**config.mk**
```make
export PLATFORM = sky130hd
export DESIGN_NAME = motion_seq
export DESIGN_NICKNAME = d
export VERILOG_FILES = /design/src/rtl/motion_seq.sv
export SDC_FILE = /design/constraint.sdc
export NUM_CORES = 1
export LEC_CHECK = 0
export ABC_AREA = 1
export ABC_CLOCK_PERIOD_IN_PS = 1900
export BUFFER_PORTS_ARGS = -buffer_cell sky130_fd_sc_hd__buf_2
export CAP_MARGIN = 30
export CORE_UTILIZATION = 38
export DETAILED_ROUTE_END_ITERATION = 12
export PLACE_DENSITY = 0.6
export REMOVE_ABC_BUFFERS = 1
export SETUP_SLACK_MARGIN = 0.4
export SYNTH_ARGS = -nofsm -noshare
export SYNTH_HDL_FRONTEND = slang
export SYNTH_SLANG_ARGS = --single-unit
```
**constraint.sdc**
```tcl
create_clock -name clk -period 1.9 [get_ports clk]
set_input_delay 0.38 -clock clk [delete_from_list [all_inputs] [get_ports clk]]
set_output_delay 0.38 -clock clk [all_outputs]
set_load 0.02 [all_outputs]
```
**src/rtl/motion_seq.sv**
```systemverilog
// motion_seq: sequences the shared ALU through one PI motor update per go; optional macro ANTI_WINDUP_EN holds the integrator after output saturation
module motion_seq #(
  parameter int MULT_CYC = 2,
  parameter int INT_DEC  = 4
) (
  input  logic        clk,
  input  logic        rst,
  input  logic        go,
  input  logic [11:0] err_in,
  input  logic [15:0] dst,
  output logic [15:0] Accum,
  output logic [15:0] Pcomp,
  output logic [11:0] Icomp,
  output logic [11:0] Intgrl,
  output logic [11:0] Error,
  output logic [2:0]  src0sel,
  output logic [2:0]  src1sel,
  output logic        multiply,
  output logic        sub,
  output logic        mult2,
  output logic        mult4,
  output logic        saturate,
  output logic [11:0] lft,
  output logic [11:0] rht,
  output logic        busy,
  output logic        done
);
  typedef enum logic [2:0] {IDLE, INTG, ICOMP, PCOMP, ACC_R, RHT, ACC_L, LFT} state_t;
  state_t state_q, state_d;
  logic [1:0] cnt_q;
  logic [3:0] dec_q;
  logic [15:0] accum_q, pcomp_q;
  logic [11:0] icomp_q, intgrl_q, error_q, lft_q, rht_q;
  logic busy_q, done_q, last, windup_hold;
  assign last = cnt_q == 2'(MULT_CYC - 1);
  assign {Accum, Pcomp, Icomp, Intgrl, Error} = {accum_q, pcomp_q, icomp_q, intgrl_q, error_q};
  assign {lft, rht, busy, done} = {lft_q, rht_q, busy_q, done_q};
  assign mult2 = 1'b0;
  assign mult4 = 1'b0;
`ifdef ANTI_WINDUP_EN
  logic sat_flag_q, clamp;
  assign clamp = (dst[15:11] != 5'b00000 && dst[15:11] != 5'b11111) || dst[11:0] == 12'h7FF || dst[11:0] == 12'h800;
  assign windup_hold = sat_flag_q;
  // sticky clamp flag: set by a clamped motor result, cleared as the next update integrates
  always_ff @(posedge clk) begin
    if (rst) sat_flag_q <= 1'b0;
    else if (state_q == INTG) sat_flag_q <= 1'b0;
    else if ((state_q == RHT || state_q == LFT) && clamp) sat_flag_q <= 1'b1;
  end
`else
  assign windup_hold = 1'b0;
`endif
  // decode ALU selects/ops for the current step and choose the next step
  always_comb begin
    state_d = state_q;
    src0sel = 3'd0;
    src1sel = 3'd0;
    multiply = 1'b0;
    sub = 1'b0;
    saturate = 1'b0;
    case (state_q)
      IDLE:  state_d = go ? INTG : IDLE;
      INTG:  begin src0sel = 3'd1; src1sel = 3'd3; saturate = 1'b1; state_d = ICOMP; end
      ICOMP: begin src0sel = 3'd1; src1sel = 3'd1; multiply = 1'b1; state_d = last ? PCOMP : ICOMP; end
      PCOMP: begin src0sel = 3'd4; src1sel = 3'd2; multiply = 1'b1; state_d = last ? ACC_R : PCOMP; end
      ACC_R: begin src0sel = 3'd3; src1sel = 3'd4; sub = 1'b1; state_d = RHT; end
      RHT:   begin src0sel = 3'd2; src1sel = 3'd0; sub = 1'b1; saturate = 1'b1; state_d = ACC_L; end
      ACC_L: begin src0sel = 3'd3; src1sel = 3'd4; state_d = LFT; end
      LFT:   begin src0sel = 3'd2; src1sel = 3'd0; saturate = 1'b1; state_d = IDLE; end
      default: state_d = IDLE;
    endcase
  end
  // step register plus capture of the ALU result into the step's target register
  always_ff @(posedge clk) begin
    if (rst) begin
      state_q <= IDLE;
      cnt_q <= 2'd0;
      dec_q <= 4'd0;
      {accum_q, pcomp_q, icomp_q, intgrl_q, error_q} <= '0;
      {lft_q, rht_q, busy_q, done_q} <= '0;
    end else begin
      state_q <= state_d;
      cnt_q <= (state_d != state_q) ? 2'd0 : cnt_q + 2'd1;
      done_q <= state_q == LFT;
      case (state_q)
        IDLE: if (go) begin
          error_q <= err_in;
          busy_q <= 1'b1;
        end
        INTG: if (dec_q == 4'(INT_DEC - 1)) begin
          dec_q <= 4'd0;
          if (!windup_hold) intgrl_q <= dst[11:0];
        end else dec_q <= dec_q + 4'd1;
        ICOMP: if (last) icomp_q <= dst[11:0];
        PCOMP: if (last) pcomp_q <= dst;
        ACC_R, ACC_L: accum_q <= dst;
        RHT: rht_q <= dst[11:0];
        LFT: begin
          lft_q <= dst[11:0];
          busy_q <= 1'b0;
        end
        default: ;
      endcase
    end
  end
endmodule
```
==> impl_metrics.csv, run 1 <==
group,metric,value,unit
outcome,run_status,"finished, final reports clean",
logic_synthesis,synth.distinct_cells,28,
layout,footprint_of_the_multi_input_gates,1556,um2
power,p_clk_share,35.1,%
timing,final_hold_viol_count,0,
layout,antenna_cells,0,
logic_synthesis,synth_top_cell_by_area,"sky130_fd_sc_hd__dfxtp_1",
floorplanning,placement_rows,36,
route,drt_iter0_drc,96,
logic_synthesis,synth.top_cells.by_area,"sky130_fd_sc_hd__dfxtp_1 (54%), sky130_fd_sc_hd__nor2_1 (9.2%), sky130_fd_sc_hd__a21oi_1 (7.5%)",
cts,cts-root-to-sink-buffers,2,
logic_synthesis,synth_enable_flop_cells,0,
layout,final_design_area_no_fill,5115,um2
timing,slew_headroom,64.44,%
critical_path,cp.arrival,1.30,ns
layout,final_util,52.57,%
cts,cts_max_level,3,
critical_path,timing.critical_path.mode_cell,"sky130_fd_sc_hd__buf_6",
logic_synthesis,synthXorXnorAreaFrac,0.4604,%
power,p_leak,2.397,nW
flow_run,timing.max_cap.violations,0,
logic_synthesis,synth_cells,477,
power,net-switching-power,1.100,mW
timing,tightestPinTransition,0.5333,ns
place,detailed_place_hpwl,7073,um
grt,wire_length_of_the_first_global_routing_pass,16580,um
critical_path,worstSetupPathType,"register to primary output",
route,drt_drc_violations_left,0,
route,routed_via_density,4.781,
place,placed_area,4578,um2
floorplanning,die_x,102.1,um
power,power.ir.vdd_worst,0.4434,mV
cts,clkTransAtPathRegs,0.10,ns
timing,period_share,88.68,%
cts,clock_tree_root_driver_cell,"sky130_fd_sc_hd__clkbuf_8",
layout,nets,650,
route,route.vias.total,3610,
power,sequentialPowerShare,52.5,%
grt,grt_overflow_total,0,
power,switching_share,25.63,%
logic_synthesis,ys_warn_count,0,
logic_synthesis,synth_top_family_by_area,"simple AND/OR/NAND/NOR gates",
critical_path,worst_ep_required_time,1.52,ns
cts,number_of_cts_inserted_buffers,9,
grt,grt_usage,20.46,%
cts,cts_sinks,103,
logic_synthesis,synth-seq-area-share,54.19,%
critical_path,rrSetupSlack,0.38,ns
floorplanning,fp.dieArea,10420,um2
floorplanning,start_util,39.11,%
route,drt-total-wl,10650,um
timing,period_minus_slack,1.685,ns
place,place.port_buffers,133,
grt,grt_max_degree,48,
power,cellInternalPower,3.192,mW
logic_synthesis,synthSimpleGateAreaFrac,22.66,%
floorplanning,core_area,9729,um2
timing,final_max_tran_viols,0,
layout,syn_to_final_growth,34.43,%
critical_path,critPathSlowestCell,"sky130_fd_sc_hd__dfxtp_4",
route,drt_first_pass_iters,4,
timing,fmax,593.5,MHz
logic_synthesis,syn-cell-area,3805,um2
power,comb_power_share,12.4,%
logic_synthesis,post_synth_fa_ha_maj_area_fraction,0.6577,%
cts,tritoncts,"built",
layout,register_area,2073,um2
timing,setup_total_negative_slack,0,ns
grt,antenna_found_initial,0,
timing,setup_viol,0,
min_path,min_path_type,"primary input to register",
critical_path,critical_path.endpoint_type,"primary output",
critical_path,path_buf_inv,4,
floorplanning,boundaryPins,136,
layout,final.fill_count,996,
cts,clk-insertion-delay-late,0.35,ns
power,power-per-cell-area,839.0,nW/um2
layout,layout-drive-gt1-share,33.92,%
place,globalplace.congestion,0.7689,
critical_path,critPathMaxFanout,5,
critical_path,cp_slowest_stage_delay,0.42,ns
logic_synthesis,number_of_synthesized_register_bits,103,
logic_synthesis,syn_area_per_cell,7.977,um2
critical_path,cp-start-kind,"register",
timing,setup_repair_after_global_routing_missed_its_margin,"true",
floorplanning,die_h,102.1,um
logic_synthesis,synthMostInstantiatedCell,"sky130_fd_sc_hd__dfxtp_1",
critical_path,timing.critical_path.max_delay_family,"flip-flops",
logic_synthesis,synthMuxAreaShare,0,%
logic_synthesis,asyncSetResetFlopFracSynth,0,%
logic_synthesis,netlist_top_cells_count,"sky130_fd_sc_hd__dfxtp_1 (103), sky130_fd_sc_hd__nor2_1 (93), sky130_fd_sc_hd__nand2_1 (66), sky130_fd_sc_hd__a21oi_1 (57), sky130_fd_sc_hd__o21ai_0 (44)",
timing,skew,0.007618,ns
logic_synthesis,synth-compound-area-share,15.13,%
critical_path,critical_path.cell_chain,"inv_4 -> nor2_4 -> buf_6 -> inv_2 -> nand2_2 -> buf_6",
grt,vias_in_the_first_global_route,3292,
route,antenna_left,0,
power,design_power_total,4.291,mW
logic_synthesis,synth_flop_cell,"sky130_fd_sc_hd__dfxtp_1",
route,routed_wire_length_per_instance,14.10,um
logic_synthesis,synth.top_cell.area_share,54.19,%
[state kept, by name, summed over array words and instances (netlist names)]
name	count
Accum	16
busy	1
dec_q	4
lft	12
Icomp	12
Pcomp	16
cnt_q	2
Intgrl	12
Error	12
done	1
state_q	3
rht	12
[cell usage in the layout, fill, tap and decap left out, types with 2 or more instances in the layout]
master	count
sky130_fd_sc_hd__bufinv_16	2
sky130_fd_sc_hd__nor2_1	88
sky130_fd_sc_hd__nor2_2	4
sky130_fd_sc_hd__nand3_2	3
sky130_fd_sc_hd__dfxtp_4	3
sky130_fd_sc_hd__buf_12	5
sky130_fd_sc_hd__nand2_2	4
sky130_fd_sc_hd__buf_2	125
sky130_fd_sc_hd__dfxtp_1	100
sky130_fd_sc_hd__nand3_1	30
sky130_fd_sc_hd__buf_4	17
sky130_fd_sc_hd__inv_6	3
sky130_fd_sc_hd__conb_1	2
sky130_fd_sc_hd__buf_6	11
sky130_fd_sc_hd__o21ai_0	42
sky130_fd_sc_hd__nor2_4	5
sky130_fd_sc_hd__nand2_1	62
sky130_fd_sc_hd__o21ai_2	5
sky130_fd_sc_hd__nand2_4	3
sky130_fd_sc_hd__inv_1	16
sky130_fd_sc_hd__inv_2	3
sky130_fd_sc_hd__clkbuf_8	10
sky130_fd_sc_hd__a21oi_1	57
sky130_fd_sc_hd__o21ai_1	8
[cell type report]
type | instances | share of cell area (%)
repair buffers | 159 | 19.40
flip-flops and latches | 103 | 40.53
multi-input cells | 321 | 30.43
well taps | 133 | 3.253
clock inverters | 5 | 1.590
inverters | 23 | 2.030
clock buffers | 11 | 2.764
[worst register-to-register path, delay by kind of cell, from the launching register on]
| kind | cells | cell delay [ns] |
|---|---|---|
| and+or+nand+nor | 4 | 0.54 |
| DFF | 1 | 0.42 |
| buffers and inverters | 4 | 0.45 |
| AOI/OAI and AO/OA | 1 | 0.05 |
[final timing paths]
path         depth (start not counted)       start        end
max                                  6  state_q[0]   saturate
min                                  3     dst[13]  Accum[13]
max reg2reg                          9  state_q[0]  Intgrl[3]
min reg2reg                          1    cnt_q[0]   cnt_q[0]
[what timing repair did]
action,CTS,global route
setup buffers,9,3
hold buffers,0,0
resized for setup,38,29
endpoints found under the setup margin,34,28
pin swaps,5,8
gates cloned,0,1
[power groups by stage]
stage	combinational, mW	sequential (mW)	clock (mW)
after detailed placement	0.448	2.30	0
after global routing	0.584	2.26	1.63
after CTS	0.491	2.25	1.54
final	0.532	2.25	1.51
after global placement	0.443	2.29	0
after floorplan	0.191	2.35	0
[metal layers]
metal	global-route usage [%]	part of all wire [%]	vias up
li1	-	-	1820
met1	27.62	46	1669
met2	32.27	46	114
met3	4.720	6.6	7
met4	6.813	1.1	0
met5	0	0	-
[cell families after synthesis]
kind of cell             after synthesis
AND/OR/NAND/NOR                      201
adder cells (fa/ha/maj)                2
AO/OA/AOI/OAI                        114
flip-flops                           103
XOR/XNOR                               2
other                                  1
buffers and inverters                 54
[metrics by stage]
stage,worst slack (ns),cells,hold slack [ns]
2_1_floorplan,-0.7927,447,0.3973
4_1_cts,0.1912,751,0.2454
6_report,0.2150,755,0.2665
3_5_place_dp,0.3194,726,0.4146
3_3_place_gp,0.3498,726,0.4050
5_1_grt,0.1358,755,0.2518
No activity file was read; power rests on OpenSTA's default activity.
==> inputs of run 2 (changes only) <==
--- a/config.mk
+++ b/config.mk
@@ -12,7 +12,6 @@
 export CORE_UTILIZATION = 38
 export DETAILED_ROUTE_END_ITERATION = 12
 export PLACE_DENSITY = 0.6
-export REMOVE_ABC_BUFFERS = 1
 export SETUP_SLACK_MARGIN = 0.4
 export SYNTH_ARGS = -nofsm -noshare
 export SYNTH_HDL_FRONTEND = slang
==> run 2 against run 1 <==
Sequential power hardly changed. First-iteration DRC count up 31%. Clock power increased by 5%. Maximum frequency fell by 1.6%. Power rose by 2.8%. Core utilization rose by 0.84 points. Combinational power grew 6.2%. Worst setup slack worse by 0.028 ns. Die area did not move. Register-to-register slack got worse by 0.03 ns. Largest power group unchanged. Highest routed layer unchanged.
==> impl_metrics.csv, run 2 (same netlist as run 1, synthesis figures left out) <==
group,metric,value,unit
outcome,run_status,"finished, final reports clean",
critical_path,cp.arrival,1.33,ns
timing,period_share,90.15,%
place,detailed_place_hpwl,7231,um
route,route.vias.total,3661,
min_path,min_path_type,"primary input to register",
route,drt-total-wl,11320,um
grt,global_routing_met1_resource_utilization,27.10,%
grt,grt_usage,21.69,%
timing,setup_repair_after_global_routing_missed_its_margin,"true",
cts,clkTransAtPathRegs,0.10,ns
floorplanning,die_h,102.1,um
layout,most-common-layout-cells,"sky130_fd_sc_hd__buf_2 (124), sky130_fd_sc_hd__dfxtp_1 (100), sky130_fd_sc_hd__nor2_1 (91)",
route,drt_iter0_drc,126,
place,place.port_buffers,133,
cts,number_of_cts_inserted_buffers,9,
cts,cts-root-to-sink-buffers,2,
route,routed_wire_length_per_instance,14.78,um
cts,cts_sinks,103,
timing,skew,0.01698,ns
cts,clock_tree_root_driver_cell,"sky130_fd_sc_hd__clkbuf_8",
cts,clk-insertion-delay-late,0.37,ns
place,globalplace.congestion,0.8599,
power,power-per-cell-area,848.7,nW/um2
route,drt_first_pass_iters,4,
layout,final_common_cell,"sky130_fd_sc_hd__buf_2",
timing,period_minus_slack,1.713,ns
critical_path,worst_ep_required_time,1.52,ns
layout,stdcell_count,766,
floorplanning,boundaryPins,136,
floorplanning,start_util,39.11,%
grt,grt_max_degree,55,
cts,tritoncts,"built",
layout,final_util,53.41,%
critical_path,critical_path.endpoint_type,"primary output",
grt,vias_in_the_first_global_route,3285,
timing,fmax,583.8,MHz
layout,syn_to_final_growth,36.57,%
layout,layout-drive-gt1-share,34.12,%
route,antenna_left,0,
layout,antenna_cells,0,
timing,final_hold_viol_count,0,
grt,wire_length_of_the_first_global_routing_pass,16950,um
critical_path,cp-start-kind,"register",
cts,cts_max_level,3,
power,power.ir.vdd_worst,0.4751,mV
grt,grt-busiest-layer,"met2",
floorplanning,core_area,9729,um2
grt,grt_overflow_total,0,
floorplanning,die_x,102.1,um
floorplanning,placement_rows,36,
power,p_leak,2.442,nW
cts,holdBufCountCts,0,
layout,nets,661,
critical_path,critPathMaxFanout,5,
timing,setup_total_negative_slack,0,ns
timing,setup_viol,0,
route,drt_drc_violations_left,0,
place,dp.cells,724,
flow_run,timing.max_cap.violations,0,
floorplanning,fp.dieArea,10420,um2
route,routed_via_density,4.779,
grt,use_met2,36.04,%
critical_path,worstSetupPathType,"register to primary output",
timing,final_max_tran_viols,0,
grt,groute.layer.met3.usage,4.720,%
grt,antenna_found_initial,0,
run 2: timing repair:
item | CTS | global route
pin swaps | 9 | 15
setup buffers | 17 | 8
endpoints found under the setup margin | 25 | 36
gates resized for setup | 46 | 19
cloned | 0 | 1
run 2: report_power, final:
group	switching, mW	internal [mW]
Clock	0.766	0.826
Combinational	0.355	0.210
Sequential	0.0396	2.21
Total	1.16	3.25
run 2: path summary, 6_finish.rpt:
| path | from | to | slack, ns | cells after the start |
|---|---|---|---|---|
| max reg2reg | state_q[0] | Intgrl[11] | 0.35 | 9 |
| min reg2reg | cnt_q[0] | cnt_q[0] | 0.43 | 1 |
| max | state_q[0] | src0sel[0] | 0.19 | 5 |
| min | dst[12] | Accum[12] | 0.25 | 3 |
run 2: worst max-delay path, cell delays in order, from the launching register on:
cell	delay [ns]
sky130_fd_sc_hd__dfxtp_4	0.40
sky130_fd_sc_hd__buf_6	0.13
sky130_fd_sc_hd__nor2_4	0.12
sky130_fd_sc_hd__nand2_2	0.10
sky130_fd_sc_hd__nand3_1	0.11
sky130_fd_sc_hd__buf_6	0.13
run 2: layout make-up:
| cell class | count | area, um2 |
|---|---|---|
| fillers | 989 | 4533 |
| multi-input cells | 321 | 1562 |
| clock buffers | 11 | 151.4 |
| clock inverters | 5 | 86.33 |
| inverters | 23 | 108.9 |
| flip-flops and latches | 103 | 2073 |
| repair buffers | 170 | 1049 |
| well taps | 133 | 166.4 |
run 2: stage by stage:
stage	power [mW]	setup WS, ns	hold slack (ns)	instance area (um2)
floorplan	2.574	0.3690	0.3973	3814
global placement	2.745	0.3131	0.4060	4556
detailed placement	2.751	0.2947	0.4180	4556
CTS	4.400	0.1569	0.2309	5069
global route	4.606	0.1235	0.2431	5196
finish	4.410	0.1872	0.2491	5196
run 2: routing by layer:
layer / vias to the layer above / share of wire (%)
li1: 1845 / -
met1: 1663 / 43
met2: 132 / 47
met3: 21 / 7.0
met4: 0 / 2.4
met5: - / 0
